### config.mk
export PLATFORM = sky130hd
export DESIGN_NAME = load_store_unit
export DESIGN_NICKNAME = d
export VERILOG_FILES = /design/src/rtl/load_store_unit.sv
export SDC_FILE = /design/constraint.sdc
export NUM_CORES = 1
export LEC_CHECK = 0
export BUFFER_PORTS_ARGS = -buffer_cell sky130_fd_sc_hd__buf_4
export CORE_UTILIZATION = 40
export CTS_CLUSTER_DIAMETER = 120
export DETAILED_ROUTE_END_ITERATION = 8
export GPL_TIMING_DRIVEN = 0
export PLACE_DENSITY = 0.69
export SLEW_MARGIN = 20
export SYNTH_ARGS = -nofsm -noshare
export SYNTH_HDL_FRONTEND = slang
export SYNTH_SLANG_ARGS = --single-unit
export TNS_END_PERCENT = 50
### constraint.sdc
create_clock -name clk -period 3.4 [get_ports clk]
set_clock_uncertainty 0.2 [all_clocks]
set_input_delay 0.17 -clock clk [delete_from_list [all_inputs] [get_ports clk]]
set_output_delay 0.17 -clock clk [all_outputs]
set_load 0.03 [all_outputs]
### src/rtl/load_store_unit.sv
// Load/store unit: byte/half/word accesses to a word-wide data memory,
// with alignment/range checking and read-modify-write for sub-word stores.
`default_nettype none

module load_store_unit #(
  parameter int MEM_DEPTH = 256
) (
  input  logic        clk,
  input  logic        rst_n,
  input  logic        ReqValid,
  output logic        ReqReady,
  input  logic        ReqWrite,
  input  logic [1:0]  ReqSize,
  input  logic        ReqSigned,
  input  logic [31:0] ReqAddr,
  input  logic [31:0] ReqWData,
  output logic        RespValid,
  output logic [31:0] RespRData,
  output logic        RespError,
  output logic [31:0] MemAddress,
  output logic [31:0] MemWriteData,
  input  logic [31:0] MemReadData,
  output logic        MemWrite,
  output logic        MemRead
);

  localparam logic [31:0] c_DEPTH = 32'(MEM_DEPTH);

  typedef enum logic [1:0] {
    IDLE = 2'd0,
    RD   = 2'd1,
    WR   = 2'd2,
    RESP = 2'd3
  } state_t;

  state_t      r_state;
  logic        r_write;
  logic [1:0]  r_size;
  logic        r_signed;
  logic [1:0]  r_lane;
  logic [15:0] r_wdata;

  logic [31:0] w_idx;
  logic        w_err;
  logic [7:0]  w_byte;
  logic [15:0] w_half;
  logic [31:0] w_load_data;
  logic [31:0] w_merge;

  assign ReqReady = (r_state == IDLE);

  assign w_idx = {2'b00, ReqAddr[31:2]};
  assign w_err = (ReqSize == 2'b11)
               | ((ReqSize == 2'b01) & ReqAddr[0])
               | ((ReqSize == 2'b10) & (|ReqAddr[1:0]))
               | (w_idx >= c_DEPTH);

  always_comb begin
    w_byte      = MemReadData[{r_lane, 3'b000} +: 8];
    w_half      = r_lane[1] ? MemReadData[31:16] : MemReadData[15:0];
    w_load_data = MemReadData;
    case (r_size)
      2'b00:   w_load_data = {{24{r_signed & w_byte[7]}}, w_byte};
      2'b01:   w_load_data = {{16{r_signed & w_half[15]}}, w_half};
      default: w_load_data = MemReadData;
    endcase
  end

  // Sub-word store: replace only the addressed lane(s) of the word just read.
  always_comb begin
    w_merge = MemReadData;
    if (r_size == 2'b00) begin
      w_merge[{r_lane, 3'b000} +: 8] = r_wdata[7:0];
    end else if (r_lane[1]) begin
      w_merge[31:16] = r_wdata;
    end else begin
      w_merge[15:0] = r_wdata;
    end
  end

  always_ff @(posedge clk or negedge rst_n) begin
    if (!rst_n) begin
      r_state      <= IDLE;
      r_write      <= 1'b0;
      r_size       <= 2'b00;
      r_signed     <= 1'b0;
      r_lane       <= 2'b00;
      r_wdata      <= 16'h0;
      RespValid    <= 1'b0;
      RespRData    <= 32'h0;
      RespError    <= 1'b0;
      MemAddress   <= 32'h0;
      MemWriteData <= 32'h0;
      MemWrite     <= 1'b0;
      MemRead      <= 1'b0;
    end else begin
      case (r_state)
        IDLE: begin
          if (ReqValid) begin
            r_write  <= ReqWrite;
            r_size   <= ReqSize;
            r_signed <= ReqSigned;
            r_lane   <= ReqAddr[1:0];
            r_wdata  <= ReqWData[15:0];
            if (w_err) begin
              r_state   <= RESP;
              RespValid <= 1'b1;
              RespError <= 1'b1;
              RespRData <= 32'h0;
            end else if (ReqWrite && (ReqSize == 2'b10)) begin
              r_state      <= WR;
              MemWrite     <= 1'b1;
              MemAddress   <= w_idx;
              MemWriteData <= ReqWData;
            end else begin
              r_state    <= RD;
              MemRead    <= 1'b1;
              MemAddress <= w_idx;
            end
          end
        end
        RD: begin
          MemRead <= 1'b0;
          if (r_write) begin
            r_state      <= WR;
            MemWrite     <= 1'b1;
            MemWriteData <= w_merge;
          end else begin
            r_state    <= RESP;
            MemAddress <= 32'h0;
            RespValid  <= 1'b1;
            RespRData  <= w_load_data;
          end
        end
        WR: begin
          r_state      <= RESP;
          MemWrite     <= 1'b0;
          MemWriteData <= 32'h0;
          MemAddress   <= 32'h0;
          RespValid    <= 1'b1;
          RespRData    <= 32'h0;
          RespError    <= 1'b0;
        end
        default: begin
          r_state   <= IDLE;
          RespValid <= 1'b0;
          RespRData <= 32'h0;
          RespError <= 1'b0;
        end
      endcase
    end
  end

endmodule

`default_nettype wire

# [After elaboration in Yosys (flattened, before gate mapping)]
# Index checks and enable logic that the tools add are counted.
[totals] reg_bits=124 latch_bits=0 mem_bits_rw=0 rom_bits=0 in_bits=103 out_inout_bits=101 word_cells=89 mem_count=0
[op_classes] add_sub_neg=1 multipliers=0 div_mod_pow=0 magnitude_cmp=1 eq_ne=13 shifts=3 n_mux=38 n_bitwise=8 reduce_logical=12
[op_table] op="32-bit two-way mux" n=11
[op_table] op="32-bit one-hot mux with 3 select lines" n=2
[op_table] op="32-bit one-hot mux with 2 select lines" n=2
[op_table] op="16-bit two-way mux" n=3
[op_table] op="32-bit bitwise mux" n=1
[op_table] op="8-bit by 7-bit variable shift with 32-bit output (first input constant)" n=1
[op_table] op="32-bit by 6-bit variable part select with 8-bit output" n=1
[op_table] op="8-bit by 7-bit variable part select with 32-bit output" n=1
[op_table] op="30-bit by 9-bit >= comparator with 1-bit output (second input constant)" n=1
[op_table] op="1-bit two-way mux" n=11
[op_table] op="2-bit inequality test (second input constant)" n=5
[op_table] op="4-bit AND reduction" n=2
[op_table] op="5-bit negator with 7-bit output" n=1
[op_table] op="2-bit by 1-bit == test with 1-bit output (second input constant)" n=3
[op_table] op="2-bit == test (second input constant)" n=3
[op_table] op="2-bit two-way mux" n=3
[op_table] op="1-bit one-hot mux with 3 select lines" n=2
[op_table] op="2-bit one-hot mux with 3 select lines" n=1
[op_table] op="3-bit AND reduction" n=2
[op_table] op="5-bit AND reduction" n=1
[op_table] op="1-bit bitwise AND" n=4
[op_table] op="2-bit logical NOT" n=2
[op_table] op="2-bit by 1-bit inequality test with 1-bit output (second input constant)" n=2
[op_table] op="1-bit one-hot mux with 2 select lines" n=2
[op_table] op="other kinds (7)" n=9

# [Depth between registers and ports, before layout]
[logic_depth] depth_word=8 ltp_mapped=10 mapped_depth_nobuf=7

# [Worst setup path after synthesis]
# OpenSTA, ideal clock, no wires.
[synth_path] path_kind="reg2reg" start="reg r_lane[1]" end="reg MemWriteData[0]" setup_ns=0.065 arrival_time_ns=2.365 required_ns=3.135 setup_slack_ns=0.770 stages_incl_launch_ff=10 path_buffers=2 period_less_slack_ns=2.630 path_cell_list="dfrtp_1 -> clkbuf_1 -> clkbuf_1 -> inv_1 -> ha_1 -> nor4bb_1 -> and3_1 -> a221oi_1 -> o22ai_1 -> mux2_4"
[synth_via] elab_chain_cells=6 elab_cells_between_ends=8 classes_between="add/sub: 1; shift: 2; mux: 5"
[synth_rtl] element="from (decl)" line="40" rtl="logic [1:0] r_lane;"
[synth_rtl] element="from (signal assigned)" line="103" rtl="r_lane <= ReqAddr[1:0];"
[synth_rtl] element="5-bit negator with 7-bit output" line="73" rtl="w_merge[{r_lane, 3'b000} +: 8] = r_wdata[7:0];"
[synth_rtl] element="8-bit by 7-bit variable part select with 32-bit output / 8-bit by 7-bit variable shift with 32-bit output (equally long branches)" line="73"
[synth_rtl] element="32-bit bitwise mux" line="73"
[synth_rtl] element="32-bit two-way mux *" line="72" rtl="if (r_size == 2'b00) begin"
[synth_rtl] element="32-bit two-way mux *" line="124" rtl="if (r_write) begin"
[synth_rtl] element="32-bit one-hot mux with 3 select lines *" line="97" rtl="case (r_state)"
[synth_rtl] element="to (signal assigned)" line="114" rtl="MemWriteData <= ReqWData;"
[synth_rtl] element="to (signal assigned)" line="127" rtl="MemWriteData <= w_merge;"
[synth_rtl] element="to (decl)" line="21" rtl="output logic [31:0] MemWriteData,"
# Every way passes the cells marked *; elsewhere a longest branch is shown, timed or not. The select of a mux whose other input is x is not followed.
# A chain may end at the register's enable or synchronous reset.

# [Worst setup path after layout]
[layout_path] start="reg r_lane[1]" end="reg MemWriteData[21]"
# Same word-level chain as after synthesis.

==> metrics.md <==
| Metric | Value |
|---|---|
| Status | complete, no violations |
| Worst IR Drop VDD | between 0.0005 and 0.0006 V |
| FILL cells | around 1400 |
| Mux cell area share after synthesis | 19.4% |
| Max_slew headroom | 51.7% |
| Largest family of logic cells by synthesized area | compound AO/OA/AOI/OAI gates |
| Worst-case clock buffer depth | 2 |
| EDFF count, synth | 0 |
| Synth area leaders | dfrtp_1 44%, mux2_2 10%, mux2_4 6.3% |
| Port Buffers | 201 |
| Sequential area share after synthesis | 44.4% |
| Fmax | between 300 and 400 MHz |
| Final hold violations | 0 |
| Share of cells above drive strength 1 | 39.0% |
| Die X | roughly 130 um |
| Die area | 17700 um^2 |
| Cells after synthesis | 627 |
| Most common cell after layout, fill and taps aside | buf_4 |
| Diode count | 0 |
| DRC viols | 0 |
| Hold Crit Depth | 4 |
| Critical path class | flop to flop |
| Req. time, crit path | around 3.5 ns |
| Clock slew at reported path FFs | around 0.06 ns |
| Initial antenna violation count | 0 |
| Setup-failing EPs final | 0 |
| Count of cell types in the netlist | 53 |
| Starting DRT DRC Count | 537 |
| Layout area overhead | 47.5% |
| FF+latch count, synth | between 100 and 150 |
| Asr flop ratio synth | 100% |
| Unrepaired setup endpoints after global routing | false |
| Post-route ant nets | 0 |
| Max-slew violation count | 0 |
| Final setup TNS | 0 ns |
| GRT overflow | 0 |
| Hpwl dp | about 17000 um |
| Vias/cell | about 5.5 |
| Vias after detailed routing | around 6400 |
| I/O pin total | between 200 and 250 |
| Worst skew pair latency | approximately 0.42 ns |
| Pin count of the biggest net entering global routing | approximately 80 |
| Syn avg cell area | approximately 11 um^2 |
| LEAKAGE | about 5.0 nW |
| # Post-CTS Setup Buffers | 0 |
| Gpl congestion | around 0.9 |
| Area after DPL | 8700 um^2 |
| Hold path startpoint | ReqWData[29] |
| Initial Utilization | between 40 and 50% |
| Synth area leader | dfrtp_1 |
| Simple-gate share of the synthesized area | approximately 7.0% |
| CP arrival | 3.25 ns |
| Most frequent cells in the layout | 202 x buf_4, 122 x dfrtp_1, 78 x dlygate4sd3_1 |
| Post-layout min period | ~3.2 ns |
| CTS buffer count | 17 |
| Core Area | 16700 um^2 |
| H-tree depth | 4 |
| Crit. Startpoint | r_lane[1] |
| Warnings from Yosys | 0 |
| Final worst-path cycle share | a little over 90% |
| Die height | ~130 um |
| Nets | 1039 |
| Adder-cell area share of the yosys netlist | 1.82% |
| Startpoint types | flop |
| Hold slack | approximately 0.025 ns |
| Synth Area in Compound Gates | between 20% and 30% |
| Final Instance Area | 10200 um^2 |
| RR Startpoint | r_lane[1] |
| TritonCTS clock tree | yes |
| Syn Std Cell Area | 6880 um^2 |
| Multi-input gate area | 3380 um^2 |
| R2R Path End | MemWriteData[21] |
| Final WL | ~23000 um |
| R2r setup slk | roughly 0.24 ns |
| Site Rows | 47 |
| CP Capture Type | flop |
| Worst slew pin tran | ~0.72 ns |
| Power Dens Cells | ~1100 nW/um^2 |
| Clk sink count | ~120 |
| First-pass GRT wire length | roughly 36000 um |
| Synth top area share | about 44% |
| DRT Pass-1 Iters | 8 |
| Min-Delay Endpoint | MemWriteData[29] |
| Number of global-route vias before repair | 6554 |
| Xor-xnor portion of the synthesized cell area | 0% |
| Max-cap viol count | 0 |
| Max Fanout on Critical Path | 10 |
| Root Buffer | clkbuf_16 |
| Worst Hold Class | primary input to flop |
| GRT Util Overall | 26.9% |
| Avg WL per Cell | 20.3 um |
| Main flop type after synthesis | dfrtp_1 |
| Reg2Reg Depth | 10 |
| Register area | between 3000 and 4000 um^2 |
[power breakdown]
part / switching, W / internal [W]
sequential: 0.000502 / 0.00211
combinational: 0.00350 / 0.00271
clock: 0.000683 / 0.00138
total: 0.00469 / 0.00620
[cell families after synthesis]
family | count (synthesis)
AO/OA/AOI/OAI | 195
adder cells (fa/ha/maj) | 10
buffers and inverters | 104
flip-flops | 122
multiplexers | 109
other | 1
AND/OR/NAND/NOR | 86
[sequential cells by signal (all words and copies together) (netlist names)]
register / flops
r_signed: 1
r_write: 1
MemWriteData: 32
MemAddress: 30
RespError: 1
RespRData: 32
RespValid: 1
r_lane: 2
r_size: 2
MemRead: 1
r_state: 2
r_wdata: 16
MemWrite: 1
[cells in the mapped netlist (all sizes together) (2+ instances only)]
master and instances:
dfrtp 122, mux2 100, inv 55, o21ai 51, o22ai 41, a221oi 39, nand2 31, clkbuf 25
a32o 22, buf 21, a21o 17, nor2 17, ha 10, nor2b 9, and3 8, mux2i 8
a21oi 7, nor4 7, a222oi 6, nor3 4, a31oi 2, and2 2, nand2b 2, nor4bb 2
o221ai 2, or2 2
[worst max-delay path by stage]
stage / to / slack (ns) / cells past startpoint
2_1_floorplan: MemWriteData[0] / 0.77 / 9
3_3_place_gp: MemWriteData[6] / 0.16 / 9
3_5_place_dp: MemWriteData[6] / 0.14 / 9
4_1_cts: MemWriteData[6] / 0.11 / 9
5_1_grt: MemWriteData[6] / 0.09 / 9
6_report: MemWriteData[21] / 0.24 / 10
[final cells by class]
class	instances	area share [%]
plain buffers	48	2.53
flip-flops and latches	122	30.1
multi-input cells	402	33.3
clock inverters	11	1.86
clock buffers	21	4.73
inverters	56	2.07
repair buffers	279	22.8
well taps	220	2.71
[repair_timing]
item	4_1_cts	5_1_grt
gates resized for setup	0	2
hold endpoints to repair	198	0
endpoints found under the setup margin	0	9
hold buffers	77	0
[metal layers]
layer	GRT usage, %	vias to the layer above	part of all wire [%]
met1	33.8	3112	41
met3	6.85	47	8.3
li1	-	2947	-
met2	44.5	309	48
met5	0	-	0
met4	10.2	0	2.7
[critical path, stage by stage, from the launching register on]
cell and delay [ns]:
dfrtp_1 0.37, clkbuf_1 0.35, clkbuf_1 0.35, inv_1 0.17, ha_1 0.37, nor4bb_1 0.15
buf_1 0.23, a21bo_2 0.26, a32oi_1 0.19, o22ai_1 0.11, mux2_4 0.28
[through the flow]
stage                     worst slack (ns)  instances  power, W  utilization (%)
final                                0.243       1159    0.0109             60.8
after global routing                0.0946       1159    0.0115             60.8
after CTS                            0.105       1159    0.0109             60.7
after detailed placement             0.137       1050   0.00871             52.1
after global placement               0.163       1049   0.00861             51.9
after floorplan                      0.770        628   0.00677                -
(Power assumes the default switching activity.)
